[src/rtl/fetch_stage.sv]
// Instruction fetch stage: issues one word fetch at a time, hands the result to
// decode, and follows downstream redirects, dropping responses already in flight.
module fetch_stage #(
   parameter logic [31:0] PCINIT = 32'h8000_0000
) (
   input  logic        clk,
   input  logic        reset,
   output logic        ireq_valid,
   output logic [31:0] ireq_addr,
   input  logic        iresp_ok,
   input  logic [31:0] iresp_data,
   input  logic        redirect_valid,
   input  logic [31:0] redirect_pc,
   output logic        out_valid,
   output logic [63:0] out_data,
   input  logic        out_ready
);

   localparam logic [1:0] ST_REQ  = 2'd0;
   localparam logic [1:0] ST_OUT  = 2'd1;
   localparam logic [1:0] ST_DROP = 2'd2;

   logic [1:0]  r_state;
   logic [31:0] r_pc;
   logic [31:0] r_pending;
   logic [63:0] r_outData;
   logic [31:0] w_redirTarget;

   assign w_redirTarget = {redirect_pc[31:2], 2'b00};

   always_ff @(posedge clk) begin
      if (reset) begin
         r_state   <= ST_REQ;
         r_pc      <= PCINIT;
         r_pending <= '0;
         r_outData <= '0;
      end else begin
         case (r_state)
            ST_REQ: begin
               if (iresp_ok) begin
                  if (redirect_valid) begin
                     r_pc <= w_redirTarget;
                  end else begin
                     r_outData <= {iresp_data, r_pc};
                     r_pc      <= r_pc + 32'd4;
                     r_state   <= ST_OUT;
                  end
               end else if (redirect_valid) begin
                  r_pending <= w_redirTarget;
                  r_state   <= ST_DROP;
               end
            end
            // The in-flight request must complete at its old address before
            // the newest redirect target can be issued.
            ST_DROP: begin
               if (iresp_ok) begin
                  r_pc    <= redirect_valid ? w_redirTarget : r_pending;
                  r_state <= ST_REQ;
               end else if (redirect_valid) begin
                  r_pending <= w_redirTarget;
               end
            end
            ST_OUT: begin
               if (redirect_valid) begin
                  r_pc    <= w_redirTarget;
                  r_state <= ST_REQ;
               end else if (out_ready) begin
                  r_state <= ST_REQ;
               end
            end
            default: r_state <= ST_REQ;
         endcase
      end
   end

   // Valids are masked during reset so an abandoned request is never visible.
   assign ireq_valid = !reset && ((r_state == ST_REQ) || (r_state == ST_DROP));
   assign out_valid  = !reset && (r_state == ST_OUT);
   assign ireq_addr  = r_pc;
   assign out_data   = r_outData;

endmodule

[config.mk]
export PLATFORM = sky130hd
export DESIGN_NAME = fetch_stage
export DESIGN_NICKNAME = d
export VERILOG_FILES = /design/src/rtl/fetch_stage.sv
export SDC_FILE = /design/constraint.sdc
export NUM_CORES = 1
export LEC_CHECK = 0
export ABC_CLOCK_PERIOD_IN_PS = 4100
export CORE_MARGIN = 2
export CORE_UTILIZATION = 45
export CTS_CLUSTER_DIAMETER = 200
export DETAILED_ROUTE_END_ITERATION = 7
export GPL_TIMING_DRIVEN = 0
export HOLD_SLACK_MARGIN = 0.15
export PLACE_DENSITY = 0.79
export SETUP_SLACK_MARGIN = 0.3
export SYNTH_ARGS = -nofsm -noshare
export SYNTH_HDL_FRONTEND = slang
export SYNTH_SLANG_ARGS = --single-unit
[constraint.sdc]
create_clock -name clk -period 4.1 [get_ports clk]
set_input_delay 0.615 -clock clk [delete_from_list [all_inputs] [get_ports clk]]
set_output_delay 0.615 -clock clk [all_outputs]
set_load 0.1 [all_outputs]
* Word-level counts from Yosys, hierarchy flattened *
Cells that the tools add are included.

storage, ports and cells
  register bits = 130
  latch bits = 0
  bits in writable memories = 0
  ROM bits = 0
  word-level logic and storage cells = 39
  memories = 0

cells by class
  add/subtract/negate cells = 1
  multiply operators = 0
  div/mod/pow operators = 0
  order comparisons = 0
  eq/ne operators = 8
  shift operators = 0
  mux-type cells = 13
  bitwise logic cells = 2
  reduce and logical (&&, ||, !) cells = 11

operators with widths
  kind                                            number
  two-way mux 32 bit                              5
  case mux 32 bit (3 select lines)                1
  adder 32 x 3 -> 32 bit (second input constant)  1
  two-way mux 2 bit                               6
  inequality test 3 bit (second input constant)   3
  AND reduction 4 bit                             2
  inequality test 2 bit (second input constant)   3
  case mux 2 bit (3 select lines)                 1
  AND reduction 3 bit                             1
  nonzero test 3 bit                              1
  == test 2 x 1 -> 1 bit (second input constant)  1
  == test 2 bit (second input constant)           1
  logical AND 1 bit                               2
  logical NOT 2 bit                               1
  inverter 1 bit                                  2
  AND reduction 2 bit                             1
  OR reduction 2 bit                              1
  logical NOT 1 bit                               1
  logical OR 1 bit                                1

* Longest topological paths before layout *
Gate-level depths: netlist (run 1).

  depth after elaboration = 4
  mapped depth = 9

* Worst setup path before layout (run 1) *
No wires, ideal clock.

  path type = in2out
  start point = in reset
  end point = out ireq_valid
  arrival = 2.412 ns
  setup slack = 1.073 ns
  stages on the path = 4
  path buffers = 3
  cells stage by stage = clkbuf_8 > clkbuf_1 > clkbuf_1 > nor2_1

between the ends
  cells in the longest elaborated chain, start to end = 2

RTL lines
  item               line  source
  start, declared    7     input logic reset,
  logical NOT 1 bit  77    assign ireq_valid = !reset && ((r_state == ST_REQ) || (r_state == ST_DROP));
  logical AND 1 bit  77
  end, declared      8     output logic ireq_valid,

Every way passes these cells.

* Final worst setup path (run 1) *
Same ends and word-level chain as after synthesis.

==> results of run 1 <==
logic make-up after synthesis:
family / synth area share
compound gates: 0.2272
flops: 0.4299
xor+xnor: 0.01881
simple gates: 0.2420
mux: 0.01013
fa+ha+maj: 0.008268
buf+inv: 0.06366
metrics by stage:
step	hold WS, ps	instance area [sq um]	utilization	instances	power [mW]
floorplan	435.7	6053	-	774	2.386
global placement	440.9	7905	0.5993	1113	2.743
detailed placement	446.5	7905	0.5993	1113	2.754
CTS	452.5	8443	0.6401	1145	4.123
global route	469.6	8443	0.6401	1145	4.268
finish	449.8	8443	0.6401	1145	4.123
state kept, by name, summed over array words and instances, names as in the netlist:
name / flops
ireq_addr: 32
out_data: 64
r_pending: 32
r_state: 2
worst paths after layout:
kind,to,cells after the start,from
setup / recovery,ireq_valid,5,reset
hold / removal,out_data[62],2,out_data[62]
setup reg to reg,out_data[42],8,r_state[0]
hold reg to reg,out_data[62],2,out_data[62]
cell usage in the layout, fill, tap and decap left out, types with 3 or more instances in the layout:
| cell | Yosys | routed |
|---|---|---|
| or2_2 | 4 | 4 |
| xnor2_1 | 6 | 6 |
| clkbuf_16 | 0 | 17 |
| a21o_1 | 8 | 8 |
| nor3b_1 | 3 | 3 |
| o21ai_0 | 21 | 21 |
| clkinv_2 | 0 | 5 |
| a221oi_1 | 19 | 19 |
| clkbuf_8 | 10 | 15 |
| buf_2 | 7 | 7 |
| nand3_1 | 22 | 22 |
| and4_1 | 4 | 4 |
| clkbuf_1 | 43 | 48 |
| o21a_1 | 4 | 4 |
| ha_1 | 4 | 4 |
| nor2b_1 | 4 | 4 |
| a22o_1 | 5 | 5 |
| nand2b_1 | 5 | 5 |
| a22oi_1 | 4 | 4 |
| inv_1 | 9 | 9 |
| mux2i_1 | 5 | 5 |
| a211oi_1 | 14 | 14 |
| a21oi_1 | 117 | 117 |
| o31ai_1 | 4 | 4 |
| nand2_1 | 216 | 216 |
| xor2_1 | 7 | 7 |
| nand4_1 | 8 | 8 |
| nor2_1 | 35 | 35 |
| nor3_1 | 7 | 7 |
| dfxtp_1 | 130 | 130 |
| a31oi_1 | 7 | 7 |
| clkdlybuf4s50_1 | 0 | 163 |
| and3_1 | 4 | 4 |
cell type report:
cell class	instances	area [sq um]
clock inverters	5	25.02
multi-input cells	572	3065
clock buffers	27	513.0
well taps	176	220.2
inverters	9	33.78
plain buffers	63	351.6
flip-flops and latches	130	2603
fillers	1138	4747
repair buffers	163	1632
power groups by stage:
stage	clock network (mW)	logic (mW)	registers [mW]
final	1.38	1.28	1.46
after global routing	1.45	1.34	1.47
after CTS	1.39	1.28	1.46
after detailed placement	0	1.27	1.49
after global placement	0	1.26	1.48
after floorplan	0	0.399	1.99
worst max-delay path: cells and delay by family:
kind | cells | cell delay [ps]
simple gates | 1 | 100
buf+inv | 4 | 2060
per-layer routing:
| layer | global-route usage | routed length [um] | up-vias |
|---|---|---|---|
| met5 | 0 | 0 | - |
| met1 | 0.3554 | 8016 | 2994 |
| met4 | 0.09412 | 290 | 0 |
| li1 | - | - | 3084 |
| met2 | 0.4400 | 9203 | 350 |
| met3 | 0.06844 | 1901 | 33 |
==> impl_metrics.yaml, run 1 <==
critical_path:
  timing.setup.critical_path_class: "in2out"
  critical_path_data_required_time_ps: 3480
  slowest_stage: "clkdlybuf4s50_1"
  critical-path-max-stage-delay_ps: 990
  timing.critical_path.mode_cell: "clkbuf_1"
  critical_path_peak_fanout: 10
  rrSetupSlack_ps: 1520
  worstSetupEndpointType: "primary output"
  critical_path.startpoint_type: "input port"
  crit_path_cell_trace: "clkbuf_8, clkbuf_1, clkbuf_1, nor2_1, clkdlybuf4s50_1"
  cp.arrival_ps: 2780
pwr:
  power.switching_fraction: 0.3790
  power.leakage_nw: 2.990
  pwr-share-clk: 0.334
  power-per-cell-area_mw_per_mm2: 488.4
  p_int_mw: 2.560
  share_comb_of_total_power: 0.311
  seq_power_share: 0.355
  worst_ir_drop_vdd_uv: 292.4
  netSwitchingPower_mw: 1.563
global_route:
  track_usage: 0.2730
  via_count_of_the_first_global_routing_pass: 6005
  first_pass_grt_wire_length_um: 30960
  maximum_number_of_pins_on_one_net_before_global_route_repair: 17
  antenna_found_initial: 0
  grt-ovfl-total: 0
logic_synthesis:
  synth.yosys.seq_area_share: 0.4299
  synthesis.nets: 847
  netlist.area_leader.share: 0.4299
  synth.lib_cells_used.distinct: 56
  synth_enable_flop_cells: 0
  async_flop_share: 0
  mappedNetlistArea_sq_mm: 0.006053
  ys_ff_latch: 130
  synthesis.instances: 774
  synth_top_cells_by_area: "dfxtp_1, nand2_1, a21oi_1"
  netlist_top_cells_count: "nand2_1, dfxtp_1, a21oi_1, clkbuf_1, nor2_1"
  synthesis.yosys.warnings: 0
  netlist.top_cell.by_area: "dfxtp_1"
  syn-mean-instance-area_sq_um: 7.821
  yosys.cell_count.top_type: "nand2_1"
  synth-main-ff-cell: "dfxtp_1"
detailed_routing:
  final_antenna_net_count: 0
  routed_wl_um: 19410
  vias_per_cell: 5.643
  total_iterations_of_the_first_detailed_routing_run: 6
  routed-via-count: 6461
  drcViolationCount: 0
  wl_per_cell_um: 16.95
  detail_route.iter0.violations: 565
cts:
  tritoncts: "done"
  htree_num_levels: 4
  cts_max_path_buffers: 2
  ctsRootBufferMaster: "clkbuf_16"
  postCtsSetupBuffers: 0
  cts_resized: 0
  cts_inserted_buffers: 17
  path_clk_slew_ps: 50
  cts_hold_buffers: 0
  numClockSinks: 130
  latest_clock_arrival_within_the_worst_skew_pair_ps: 430
cells_and_area:
  final_layout_size_suffix_gt1_frac: 0.06605
  nNetsFinal: 1029
  layout_overhead_on_the_synthesized_area_pct: 39.48
  ant_diodes: 0
place:
  numPortBuffers: 163
  placement.setup.worst_slack_ps: 682.7
  detailed_placement_wirelength_estimate_um: 13650
  gp_routability_congestion: 0.8868
floorplan:
  overall_die_width_um: 120.0
  floorplan.die_area_sq_mm: 0.01440
  core_area_sq_mm: 0.01319
  initial_utilization: 0.4589
  die_h_um: 120.0
  rows: 42
  ios: 167
timing:
  timing.setup.tns_ps: 0
  worst_case_headroom_to_the_max_slew_limit: 0.2851
  setup-violations-final: 0
  rsz0062_at_grt: "false"
  min_clock_period_post_route_ps: 3394
  slew_violations: 0
  maxClockFrequency_mhz: 294.6
  final-hold-violation-count: 0
  max_slew.worst_pin.slew_ps: 1068
  fin_worst_skew_ps: 9.678
  final_worst_setup_slack_ps: 705.8
  layout_worst_path_cycle_share: 0.8279
hold_path:
  class_of_the_tightest_hold_or_removal_check: "reg2reg"
flow_run:
  timing.max_cap.violations: 0
status:
  status: "complete, no violations"
No activity file was read; power rests on OpenSTA's default activity.
==> inputs of run 2 (changes only) <==
- ABC_CLOCK_PERIOD_IN_PS: 4100 -> 3200
- clock period: 4.1 -> 3.2 ns (I/O delays scaled with it)
==> run 2 against run 1 <==
Effect of this change: worst setup slack worse by 250 ps; combinational power up 28%; clock skew down 3.4 ps; global-route usage did not move; die area is the same; count of clock-buffer cells in the layout did not move; sequential share of layout area barely moved; sequential power rose by 28%; largest cell class unchanged.
==> impl_metrics.yaml, run 2 (same netlist as run 1, synthesis figures left out) <==
status:
  status: "complete, no violations"
cts:
  cts_max_path_buffers: 2
  cts_hold_buffers: 0
  tritoncts: "done"
  postCtsSetupBuffers: 0
  path_clk_slew_ps: 50
  latest_clock_arrival_within_the_worst_skew_pair_ps: 430
  cts_inserted_buffers: 17
  numClockSinks: 130
  ctsRootBufferMaster: "clkbuf_16"
  htree_num_levels: 4
detailed_routing:
  wl_per_cell_um: 16.98
  detail_route.iter0.violations: 561
  vias_per_cell: 5.679
  routed_wl_um: 19440
  drcViolationCount: 0
  final_antenna_net_count: 0
  routed-via-count: 6502
  total_iterations_of_the_first_detailed_routing_run: 6
critical_path:
  reg2reg_start: "r_state[0]"
  critical_path_peak_fanout: 10
  critPathBufInv: 3
  crit_family: "buffers and inverters"
  cp.arrival_ps: 2260
  critical_path.startpoint_type: "flip-flop"
  slowest_stage: "dlygate4sd2_1"
  crit_path_cell_trace: "inv_1, ha_1, buf_2, nor2b_1, dlygate4sd2_1"
  timing.setup.critical_path_class: "reg2out"
  critical_path_data_required_time_ps: 2720
  critical-path-max-stage-delay_ps: 880
  rrSetupSlack_ps: 650
  worst_r2r_path_depth: 8
  timing.rr.end: "out_data[29]"
  worstSetupEndpointType: "primary output"
pwr:
  power-per-cell-area_mw_per_mm2: 626.2
  worst_ir_drop_vdd_uv: 376.6
  design_power_total_mw: 5.283
  power.leakage_nw: 2.995
timing:
  min_clock_period_post_route_ps: 2743
  fin_worst_skew_ps: 6.257
  layout_worst_path_cycle_share: 0.8572
  maxClockFrequency_mhz: 364.6
  worst_case_headroom_to_the_max_slew_limit: 0.3080
  slew_violations: 0
  rsz0062_at_grt: "false"
  final-hold-violation-count: 0
  setup-violations-final: 0
  timing.setup.tns_ps: 0
  max_slew.worst_pin.slew_ps: 1034
global_route:
  antenna_found_initial: 0
  maximum_number_of_pins_on_one_net_before_global_route_repair: 17
  first_pass_grt_wire_length_um: 30960
  track_usage: 0.2730
  via_count_of_the_first_global_routing_pass: 6005
  grt-ovfl-total: 0
place:
  numPortBuffers: 163
  detailed_placement_wirelength_estimate_um: 13650
  gp_routability_congestion: 0.8868
cells_and_area:
  nNetsFinal: 1029
  largest_register_ffs: 64
  most-common-layout-cells: "nand2_1, clkdlybuf4s50_1, dfxtp_1, a21oi_1, clkbuf_1"
  ant_diodes: 0
  layout_overhead_on_the_synthesized_area_pct: 39.38
  most_common_cell_after_layout_fill_and_taps_aside: "nand2_1"
  final_layout_size_suffix_gt1_frac: 0.06708
floorplan:
  initial_utilization: 0.4589
  ios: 167
  overall_die_width_um: 120.0
  rows: 42
  die_h_um: 120.0
  core_area_sq_mm: 0.01319
  floorplan.die_area_sq_mm: 0.01440
hold_path:
  holdPathEnd: "ireq_addr[21]"
  instance_count_along_the_most_critical_hold_path: 4
  hold_path_startpoint: "reset"
  class_of_the_tightest_hold_or_removal_check: "in2reg"
flow_run:
  timing.max_cap.violations: 0
run 2: cell types whose count changed in the layout (fill, tap and decap cells not counted), sizes merged:
cell	change
clkdlybuf4s50	-2
dlygate4sd2	+1
clkbuf	+1
run 2: worst max path at each step:
stage	cells past startpoint	slack, ps	startpoint	end
finish	5	460	r_state[1]	out_valid
CTS	6	380	r_state[0]	ireq_valid
floorplan	4	440	reset	ireq_valid
global placement	5	80	reset	ireq_valid
detailed placement	5	50	reset	ireq_valid
global route	8	350	r_state[0]	out_data[3]
run 2: metal layers:
metal,vias up,share of wire,track usage
met5,-,0,0
li1,3079,-,-
met2,367,0.48,0.4400
met3,36,0.098,0.06844
met1,3020,0.41,0.3554
met4,0,0.017,0.09412
run 2: per-stage QoR:
| step | setup slack, ps | hold slack [ps] | utilization | instance area, sq um | instances |
|---|---|---|---|---|---|
| after floorplan | 443.1 | 435.7 | - | 6053 | 774 |
| after global placement | 83.48 | 440.9 | 0.5993 | 7905 | 1113 |
| after detailed placement | 52.67 | 446.5 | 0.5993 | 7905 | 1113 |
| after CTS | 375.1 | 407.4 | 0.6399 | 8441 | 1145 |
| after global routing | 349.9 | 430.5 | 0.6396 | 8437 | 1145 |
| final | 457.0 | 417.8 | 0.6396 | 8437 | 1145 |
run 2: power breakdown:
| part | leakage, nW | switching [mW] | total (mW) | internal (mW) |
|---|---|---|---|---|
| Combinational | 1.66 | 1.19 | 1.64 | 0.455 |
| Sequential | 1.06 | 0.135 | 1.87 | 1.74 |
| Clock | 0.271 | 0.682 | 1.77 | 1.08 |
| Total | 3.00 | 2.00 | 5.28 | 3.28 |
run 2: repair_timing:
action | 4_1_cts | 5_1_grt
resized for setup | 2 | 2
cloned | 0 | 0
endpoints found under the setup margin | 2 | 1
run 2: worst register-to-register path: stages (launching register included):
cell and delay, ps:
dfxtp_1 320, inv_1 120, ha_1 160, clkbuf_1 260, nand2_1 140, nor2_1 800, clkbuf_1 420, nand2_1 100
a21oi_1 160
run 2: cell type report:
class / count / area, sq um
Clock buffer: 27 / 513.0
Inverter: 9 / 33.78
Tap cell: 176 / 220.2
Sequential cell: 130 / 2603
Fill cell: 1139 / 4753
Buffer: 63 / 351.6
Multi-Input combinational cell: 572 / 3065
Timing Repair Buffer: 163 / 1625
Clock inverter: 5 / 25.02
==> inputs of run 3 (changes only) <==
- PLACE_DENSITY: 0.79 -> 0.76
==> run 3 against run 2 <==
Effect of this change: utilization is 0.58 points higher; sequential share of layout area is 0.28 points lower; register-to-register slack worse by 20 ps; count of clock-buffer cells in the layout is 5 lower; routed wire length hardly changed; worst hold slack hardly changed; critical path depth stayed put; design area is 0.90% higher; clock skew is 1.8 ps higher; clock power is 14% higher; non-clock buffer count stayed put; combinational power hardly changed.
==> impl_metrics.yaml, run 3 (same netlist as run 1, synthesis figures left out) <==
critical_path:
  timing.setup.critical_path_class: "reg2out"
  rrSetupSlack_ps: 630
  critical_path_data_required_time_ps: 2720
  cp.arrival_ps: 2280
  worstSetupEndpointType: "primary output"
  critPathBufInv: 3
  crit_family: "buffers and inverters"
  worst_r2r_path_depth: 8
  critPathCapture: "out_valid"
  timing.rr.end: "out_data[3]"
  critical_path.startpoint_type: "flip-flop"
  reg2reg_start: "r_state[0]"
  crit_path_cell_trace: "inv_1, ha_1, buf_2, nor2b_1, dlygate4sd2_1"
  slowest_stage: "dlygate4sd2_1"
  stages_on_worst_setup_path: 5
  critical-path-max-stage-delay_ps: 880
  critical_path_peak_fanout: 10
  worstSetupStartpoint: "r_state[1]"
timing:
  slew_violations: 0
  rsz0062_at_grt: "false"
  max_slew.worst_pin.slew_ps: 1058
  setup-violations-final: 0
  final-hold-violation-count: 0
  maxClockFrequency_mhz: 362.6
  min_clock_period_post_route_ps: 2758
  final_worst_setup_slack_ps: 442.3
  timing.setup.tns_ps: 0
  fin_worst_skew_ps: 8.059
  worst_case_headroom_to_the_max_slew_limit: 0.2924
  layout_worst_path_cycle_share: 0.8618
hold_path:
  class_of_the_tightest_hold_or_removal_check: "in2reg"
  hold_path_startpoint: "reset"
global_route:
  track_usage: 0.2718
  grt_util_met3: 0.07747
  grt-ovfl-total: 0
  via_count_of_the_first_global_routing_pass: 5744
  grtUsageMet1: 0.3587
  grt.busiest_layer: "met2"
  antenna_found_initial: 0
  grt_util_met2: 0.4226
  maximum_number_of_pins_on_one_net_before_global_route_repair: 17
  first_pass_grt_wire_length_um: 30440
detailed_routing:
  drcViolationCount: 0
  final_antenna_net_count: 0
  wl_per_cell_um: 16.97
  detail_route.iter0.violations: 585
  routed_wl_um: 19430
  total_iterations_of_the_first_detailed_routing_run: 6
  routed-via-count: 6357
  vias_per_cell: 5.552
cells_and_area:
  final_layout_size_suffix_gt1_frac: 0.07121
  fillCellCount: 1188
  largest_register_ffs: 64
  multi_input_area_sq_mm: 0.003065
  nNetsFinal: 1029
  layout.cells.non_filler: 1145
  area_occupied_by_registers_sq_mm: 0.002603
  most_common_cell_after_layout_fill_and_taps_aside: "nand2_1"
  ant_diodes: 0
  final_core_utilization: 0.6454
  layout_overhead_on_the_synthesized_area_pct: 40.64
  most-common-layout-cells: "nand2_1, clkdlybuf4s50_1, dfxtp_1, a21oi_1, clkbuf_1"
pwr:
  power-per-cell-area_mw_per_mm2: 649.5
  design_power_total_mw: 5.530
  worst_ir_drop_vdd_uv: 341.8
  power.leakage_nw: 3.026
cts:
  ctsRootBufferMaster: "clkbuf_16"
  numClockSinks: 130
  path_clk_slew_ps: 60
  latest_clock_arrival_within_the_worst_skew_pair_ps: 430
  cts_max_path_buffers: 2
  cts_inserted_buffers: 17
  htree_num_levels: 4
  tritoncts: "done"
  postCtsSetupBuffers: 0
place:
  placement.setup.worst_slack_ps: 48.23
  placed_cells_incl_taps: 1113
  detailed_placement_wirelength_estimate_um: 13740
  numPortBuffers: 163
  gp_routability_congestion: 0.8873
status:
  status: "complete, no violations"
floorplan:
  ios: 167
  rows: 42
  core_area_sq_mm: 0.01319
  die_h_um: 120.0
  initial_utilization: 0.4589
  floorplan.die_area_sq_mm: 0.01440
  overall_die_width_um: 120.0
flow_run:
  timing.max_cap.violations: 0
run 3: changes by cell type in the layout (fill, tap and decap cells not counted):
cell	previous run	this run
clkbuf_8	15	14
clkbuf_1	48	44
bufinv_16	0	3
clkinvlp_4	0	2
run 3: cell type report:
cell class	count	area share
buffer	63	0.04130
multi-input combinational	572	0.3601
timing repair buffer	163	0.1909
clock buffer	22	0.05688
tap	176	0.02587
clock inverter	10	0.01529
sequential	130	0.3057
inverter	9	0.003968
run 3: worst min-delay path: cells and delay by family:
| family | cells | cell delay [ps] |
|---|---|---|
| AND/OR/NAND/NOR | 1 | 50 |
| buffers and inverters | 1 | 140 |
| AO/OA/AOI/OAI | 2 | 130 |
run 3: where the power goes:
part	total, mW	switching, mW	leakage, nW	internal, mW
sequential	1.87	0.134	1.06	1.74
combinational	1.64	1.19	1.66	0.455
clock	2.02	0.717	0.302	1.30
run 3: how the worst min path moves through the flow:
stage / endpoint / cells past startpoint
finish: ireq_addr[21] / 4
global placement: out_data[61] / 2
global route: ireq_addr[23] / 4
detailed placement: r_pending[16] / 2
CTS: ireq_addr[21] / 4
floorplan: r_pending[21] / 2
run 3: routing by layer:
metal / part of all wire / vias up
met5: 0 / -
met4: 0.020 / 0
met3: 0.093 / 35
met2: 0.47 / 321
met1: 0.42 / 2926
li1: - / 3075
run 3: per-stage QoR:
step,hold slack (ps),cell area (sq um)
2_1_floorplan,435.7,6053
3_3_place_gp,441.4,7905
3_5_place_dp,446.4,7905
4_1_cts,400.1,8517
5_1_grt,436.1,8513
6_report,418.0,8513
run 3: timing repair:
item	4_1_cts	5_1_grt
setup endpoints to repair	2	1
hold buffers	0	0
resized for setup	2	2
pin swaps	0	0
